### config.mk
export PLATFORM = sky130hd
export DESIGN_NAME = gold_nic
export DESIGN_NICKNAME = d
export VERILOG_FILES = /design/src/rtl/gold_nic_pkg.sv /design/src/rtl/gold_nic_buf.sv /design/src/rtl/gold_nic.sv
export SDC_FILE = /design/constraint.sdc
export NUM_CORES = 1
export LEC_CHECK = 0
export CORE_MARGIN = 2
export CORE_UTILIZATION = 45
export CTS_BUF_LIST = sky130_fd_sc_hd__clkbuf_2
export DETAILED_ROUTE_END_ITERATION = 8
export PLACE_DENSITY = 0.89
export SYNTH_ARGS = -nofsm -noshare
export SYNTH_HDL_FRONTEND = slang
export SYNTH_HIERARCHICAL = 1
export SYNTH_SLANG_ARGS = --single-unit
### constraint.sdc
create_clock -name clk_i -period 1.95 [get_ports clk_i]
set_input_delay 0.4875 -clock clk_i [delete_from_list [all_inputs] [get_ports clk_i]]
set_output_delay 0.4875 -clock clk_i [all_outputs]
set_load 0.01 [all_outputs]
### src/rtl/gold_nic_pkg.sv
// gold_nic_pkg: shared constants for the gold_ring network interface controller.
// Holds the register map, packet geometry and a status-word helper.
package gold_nic_pkg;

   localparam int PKT_W      = 64;
   localparam int PKT_VC_BIT = 63;

   localparam logic [1:0] NIC_ADDR_IB      = 2'd0;
   localparam logic [1:0] NIC_ADDR_IB_STAT = 2'd1;
   localparam logic [1:0] NIC_ADDR_OB      = 2'd2;
   localparam logic [1:0] NIC_ADDR_OB_STAT = 2'd3;

   // Zero-extend a one-bit flag into a full processor read word.
   function automatic logic [PKT_W-1:0] status_word(input logic flag);
      status_word = {{(PKT_W-1){1'b0}}, flag};
   endfunction

endpackage

### src/rtl/gold_nic_buf.sv
// gold_nic_buf: one-entry packet buffer with load, clear and a full flag.
// A load captures data and sets full; a clear drops full but keeps the data
// so that a later read of an empty slot returns the stale packet.
module gold_nic_buf
   import gold_nic_pkg::*;
(
   input  logic             clk_i,
   input  logic             rst_ni,
   input  logic             load_i,
   input  logic             clr_i,
   input  logic [PKT_W-1:0] d_i,
   output logic [PKT_W-1:0] q_o,
   output logic             full_o
);

   logic [PKT_W-1:0] data_q, data_d;
   logic             full_q, full_d;

   // Next-state selection: load has priority, callers never raise both.
   always_comb begin
      data_d = data_q;
      full_d = full_q;
      if (load_i) begin
         data_d = d_i;
         full_d = 1'b1;
      end else if (clr_i) begin
         full_d = 1'b0;
      end else begin
         full_d = full_q;
      end
   end

   // Buffer storage and full flag, cleared by asynchronous reset.
   always_ff @(posedge clk_i or negedge rst_ni) begin
      if (!rst_ni) begin
         data_q <= {PKT_W{1'b0}};
         full_q <= 1'b0;
      end else begin
         data_q <= data_d;
         full_q <= full_d;
      end
   end

   assign q_o    = data_q;
   assign full_o = full_q;

endmodule

### src/rtl/gold_nic.sv
// gold_nic: PE-side network interface for one gold_router port.
// Four-register processor map (ib, ib status, ob, ob status), one injection
// buffer and one ejection buffer. Optional build macro NIC_POLARITY_GATE_EN
// restricts injection to cycles whose ring polarity matches packet bit 63.
module gold_nic
   import gold_nic_pkg::*;
(
   input  logic             clk_i,
   input  logic             rst_ni,
   input  logic [1:0]       addr,
   input  logic [PKT_W-1:0] d_in,
   output logic [PKT_W-1:0] d_out,
   input  logic             nicEn,
   input  logic             nicEnWr,
   output logic             net_so,
   input  logic             net_ro,
   output logic [PKT_W-1:0] net_do,
   input  logic             net_si,
   output logic             net_ri,
   input  logic [PKT_W-1:0] net_di,
   input  logic             net_polarity
);

   logic [PKT_W-1:0] ob_s, ib_s;
   logic             ob_full_s, ib_full_s;
   logic             ob_load_s, ob_clr_s, ib_load_s, ib_clr_s;
   logic             rd_s, wr_s, gate_s;
   logic [PKT_W-1:0] d_out_q, d_out_d;

   assign rd_s = nicEn & ~nicEnWr;
   assign wr_s = nicEn &  nicEnWr;

`ifdef NIC_POLARITY_GATE_EN
   assign gate_s = (ob_s[PKT_VC_BIT] == net_polarity);
`else
   logic unused_polarity_s;
   assign unused_polarity_s = net_polarity;
   assign gate_s            = 1'b1;
`endif

   // Handshakes depend only on buffer state and router inputs, never on addr/d_in.
   assign net_so    = ob_full_s & net_ro & gate_s;
   assign net_do    = ob_s;
   assign net_ri    = ~ib_full_s;

   // A write to a full ob is silently dropped; injection empties the slot.
   assign ob_load_s = wr_s & (addr == NIC_ADDR_OB) & ~ob_full_s;
   assign ob_clr_s  = net_so;

   // net_ri is low while full, so arrival and read-clear never coincide.
   assign ib_load_s = net_si & net_ri;
   assign ib_clr_s  = rd_s & (addr == NIC_ADDR_IB) & ib_full_s;

   gold_nic_buf u_ob (
      .clk_i  (clk_i),
      .rst_ni (rst_ni),
      .load_i (ob_load_s),
      .clr_i  (ob_clr_s),
      .d_i    (d_in),
      .q_o    (ob_s),
      .full_o (ob_full_s)
   );

   gold_nic_buf u_ib (
      .clk_i  (clk_i),
      .rst_ni (rst_ni),
      .load_i (ib_load_s),
      .clr_i  (ib_clr_s),
      .d_i    (net_di),
      .q_o    (ib_s),
      .full_o (ib_full_s)
   );

   // Read mux: select the addressed register, hold d_out when no read.
   always_comb begin
      d_out_d = d_out_q;
      if (rd_s) begin
         case (addr)
            NIC_ADDR_IB:      d_out_d = ib_s;
            NIC_ADDR_IB_STAT: d_out_d = status_word(ib_full_s);
            NIC_ADDR_OB:      d_out_d = ob_s;
            NIC_ADDR_OB_STAT: d_out_d = status_word(ob_full_s);
            default:          d_out_d = d_out_q;
         endcase
      end else begin
         d_out_d = d_out_q;
      end
   end

   // Registered processor read data, one cycle latency.
   always_ff @(posedge clk_i or negedge rst_ni) begin
      if (!rst_ni) begin
         d_out_q <= {PKT_W{1'b0}};
      end else begin
         d_out_q <= d_out_d;
      end
   end

   assign d_out = d_out_q;

endmodule

==> Word level (Yosys, flattened, before mapping) <==
Index checks and enable logic that the tools add are counted.
{ "word_totals": {"reg_bits": 194, "latch_bits": 0, "mem_bits_rw": 0, "romBits": 0, "in_bits": 137, "out_inout_bits": 130, "word_cells": 27, "n_memories": 0} }
{ "classes": {"n_addsub": 0, "mul": 0, "n_div": 0, "order_cmp": 0, "eq_ne": 3, "n_shift": 0, "mux": 5, "n_bitwise": 11, "reduce_logical": 3} }
{ "ops": {"columns": ["op", "n"], "rows": [
  ["64-bit case mux with 4 select lines", 1],
  ["1-bit bitwise AND", 8],
  ["2-bit equality test, second input constant", 2],
  ["1-bit 2-to-1 mux", 4],
  ["2-bit nonzero test", 2],
  ["1-bit inverter", 3],
  ["2-bit by 1-bit equality test with 1-bit output, second input constant", 1],
  ["2-bit logical NOT", 1]
]} }

==> Depth between registers and ports, before layout <==
{ "depth": {"depth_word": 6, "ltp_mapped": 7, "mapped_depth_nobuf": 4} }

==> Modules after synthesis <==
Netlist, hierarchy kept.
{ "by_module_without_submodules": {"columns": ["mod", "n_inst", "cells_each", "area_each_um2", "seq_area_each_um2"], "rows": [
  ["gold_nic_buf", 2, 138, 2615.0, 1626.6],
  ["gold_nic", 1, 221, 3134.3, 1601.5]
]} }

==> Worst setup path before layout <==
No wires, ideal clock.
{ "synth_path": {"path_type": "in2reg", "startpoint": "input port addr[1]", "endpoint": "register u_ob.data_q[12], in the netlist u_ob/q_o[12]", "setup_time_ns": 0.125, "arrival_time_ns": 1.661, "required_time_ns": 1.825, "setup_slack_ns": 0.164, "stages": 7, "n_path_buf": 4, "cell_sequence": "buf_4 buf_6 nand4b_1 nor2_1 buf_6 buf_6 mux2_4"} }
{ "synth_via": {"elab_chain_len": 3} }
{ "synth_lines": {"columns": ["element", "line", "rtl"], "rows": [
  ["start: declaration", "gold_nic.sv:10", "input logic [1:0] addr,"],
  ["2-bit equality test", "gold_nic.sv:47", "assign ob_load_s = wr_s & (addr == NIC_ADDR_OB) & ~ob_full_s;"],
  ["1-bit bitwise AND (2 in series)", "gold_nic.sv:47", null],
  ["named net ob_load_s", "gold_nic.sv:26", "logic ob_load_s, ob_clr_s, ib_load_s, ib_clr_s;"],
  ["end signal: assignment", "gold_nic_buf.sv:36", "data_q <= {PKT_W{1'b0}};"],
  ["end signal: assignment", "gold_nic_buf.sv:39", "data_q <= data_d;"],
  ["end: declaration", "gold_nic_buf.sv:16", "logic [PKT_W-1:0] data_q, data_d;"]
]} }
The timed path passes the listed nets, and every way through them passes these cells.
A chain may end at the register's enable or synchronous reset.

==> Worst setup path in the final report <==
{ "layout_path": {"startpoint": "register u_ob.full_q, in the netlist u_ob/full_o", "endpoint": "output port net_so"} }
{ "layout_via": {"elab_chain_len": 1} }
{ "layout_lines": {"columns": ["element", "line", "rtl"], "rows": [
  ["start: declaration", "gold_nic_buf.sv:17", "logic full_q, full_d;"],
  ["start signal: assignment", "gold_nic_buf.sv:40", "full_q <= full_d;"],
  ["1-bit bitwise AND", "gold_nic.sv:42", "assign net_so = ob_full_s & net_ro & gate_s;"],
  ["end: declaration", "gold_nic.sv:15", "output logic net_so,"]
]} }
No other way between the ends.

==> run_results.csv <==
group,metric,value,unit
clocking,cts_buffer_depth,2,
critical_path,worst_path_largest_cell_delay,460,ps
clocking,clkTransAtPathRegs,290,ps
clocking,cts_tree,"yes",
layout,diodes,0,
synth,yosysSeqAreaShare,0.580,
grt,grt_pass1_wl,35.0,mm
synth,syn_avg_cell_area,16.8,um2
die,ios,267,
placed_design,pre_cts_ws,-266,ps
placed_design,place_hpwl,14.6,mm
clocking,h-tree-depth,4,
critical_path,cp.required,1460,ps
synth,synth_area,8360,um2
sta,worstMarginPinSlew,424,ps
route,routed_via_density,5.09,
sta,fmax,526,MHz
synth,synthTopCellsByArea,"dfrtp_1 58%, mux2_4 18%, mux2i_1 7.5%",
clocking,clkSinkCount,194,
grt,grt.overflow.total,0,
sta,relSlewSlack,0.717,
job,maxCapViolations,0,
die,rows,49,
placed_design,placement.io_buffers,265,
grt,grt_usage,0.227,
sta,fin_hold_ws,192,ps
placed_design,gp_congestion,0.766,
critical_path,path_cells,"and2_4, buf_6",
synth,yosysMostFrequentCell,"dfrtp_1",
sta,finalMaxSlewViolations,0,
route,drt_iter0_drc,193,
route,num_vias,5809,
sta,rsz0062_at_grt,"yes",
grt,grt_pass1_vias,6296,
critical_path,critPathBufInv,1,
critical_path,path_class,"register to output pin",
die,die_h,140,um
sta,setup_violations,0,
pwr,peakVddDrop,0.711,mV
layout,final_util,0.661,
sta,finClkSkew,43.2,ps
sta,period_minus_slack,1900,ps
die,die_area,19700,um2
die,initial_utilization,0.462,
synth,ys_ff_latch,194,
pwr,p_per_area,1290,nW/um2
die,die_width,140,um
sta,hold_viol,0,
die,core,18100,um2
critical_path,crit_path_end_kind,"output pin",
synth,synth_top_area_share,0.580,
grt,grt_max_degree,60,
synth,synthTopCellsByCount,"194 x dfrtp_1, 98 x mux2_4, 63 x mux2i_1, 53 x o2bb2ai_1, 31 x mux2_2",
synth,synth_cell_types,22,
clocking,cts_buffers,17,
layout,fin_nets,1037,
route,wl_per_cell,19.7,um
synth,async_flop_share,1.00,
sta,fin_crit_sh,0.975,
synth,yosysWarnings,6,
pwr,p_leak,5.84,nW
synth,synth_top_area_cell,"dfrtp_1",
hold_path,min_path_type,"primary input to asynchronous set/reset pin",
route,routed_wl,22.5,mm
critical_path,arrival,1410,ps
layout,synthToLayoutAreaGrowth,43.0,%
synth,synthesis.nets,634,
grt,antenna_found_initial,0,
sta,setup_ws,48.4,ps
status,status,"complete, no violations",
route,drt.antenna.violating_nets,0,
critical_path,worstSetupStartpointType,"register",
critical_path,path_delay_family,"flip-flops",
critical_path,slowest_stage,"dfrtp_1",
route,drc,0,
synth,synth-edff-count,0,
critical_path,critPathMaxFanout,2,
route,firstDrtPassIters,4,
clocking,cts_root_buf,"clkbuf_2",
layout,drive_gt1_frac,0.504,
clocking,insertion_delay,730,ps
synth,synthCells,497,
synth,synthFlopType,"dfrtp_1",
## worst paths after layout
| path | start | end | slack [ps] | cells after the start |
|---|---|---|---|---|
| max | u_ob/full_o$_DFFE_PN0P_ | net_so | 50 | 2 |
| min | rst_ni | u_ob/q_o[21]$_DFFE_PN0P_ | 190 | 2 |
| max reg2reg | u_ob/full_o$_DFFE_PN0P_ | u_ob/q_o[2]$_DFFE_PN0P_ | 170 | 5 |
| min reg2reg | d_out[13]$_DFFE_PN0P_ | d_out[13]$_DFFE_PN0P_ | 530 | 1 |
| max in group asynchronous | rst_ni | u_ib/q_o[50]$_DFFE_PN0P_ | 1060 | 3 |
| min in group clk_i | net_di[40] | u_ib/q_o[40]$_DFFE_PN0P_ | 340 | 2 |
## stage by stage
stage,cells,setup TNS (ps),cell area [um2],power [mW]
finish,1142,0,12000,15.4
global route,1142,-1030,12000,16.3
CTS,1104,-45.4,11700,15.1
detailed placement,972,-19890,11300,12.9
global placement,972,-9630,11300,12.7
floorplan,497,0,8360,9.88
## layout make-up
class	count	area (um2)
Fill cell	1265	6130
Clock inverter	14	126
Multi-Input combinational cell	265	3190
Inverter	3	11.3
Clock buffer	18	90.1
Sequential cell	194	4850
Tap cell	229	287
Timing Repair Buffer	419	3410
## cells by family after synthesis
logic type,after synthesis,share of synthesized area
flops,194,0.580
simple gates,7,0.00554
mux,193,0.296
compound gates,65,0.0767
buf+inv,38,0.0411
## metal layers
layer / part of all wire / GRT usage / vias to the layer above
met5: 0 / 0 / -
met4: 0.014 / 0.0473 / 0
met3: 0.065 / 0.0677 / 23
met2: 0.50 / 0.384 / 194
met1: 0.42 / 0.290 / 2956
li1: - / - / 2636
## where the power goes
part | leakage, nW | internal, mW | switching, mW
sequential | 2.39 | 5.61 | 0.945
combinational | 3.32 | 4.43 | 2.61
clock | 0.132 | 0.387 | 1.46
total | 5.84 | 10.4 | 5.02
## layout by cell type, fill, tap and decap left out
cell             instances
clkinvlp_4               1
dlygate4sd3_1            1
inv_8                    3
nor2b_4                  1
clkbuf_2                28
inv_1                    2
buf_6                   15
nor4_1                   1
nand2b_2                 1
and2_4                   1
mux2i_1                 63
dfrtp_1                194
mux4_1                   1
or3b_2                   1
buf_4                  142
nand4b_1                 1
clkinv_4                 6
o2bb2ai_1               53
clkdlybuf4s50_1        133
inv_2                    1
clkinv_8                 1
o2bb2ai_4                1
clkbuf_8                 1
inv_6                    1
mux2_4                  98
mux2_2                  31
o2bb2ai_2                9
buf_12                  12
a21o_1                   2
clkinv_1                 2
buf_2                  105
nor2_4                   1
## state kept, by name, indices dropped and copies added (netlist names)
signal / count
d_out: 64
u_ib/full_o: 1
u_ib/q_o: 64
u_ob/full_o: 1
u_ob/q_o: 64
## what timing repair did
item                                    CTS  global route
hold buffers                              1             0
resized for setup                       495            34
setup buffers                            99            38
hold endpoints to repair                194             0
endpoints found under the setup margin  130            82
Power figures use the tool's default switching activity.
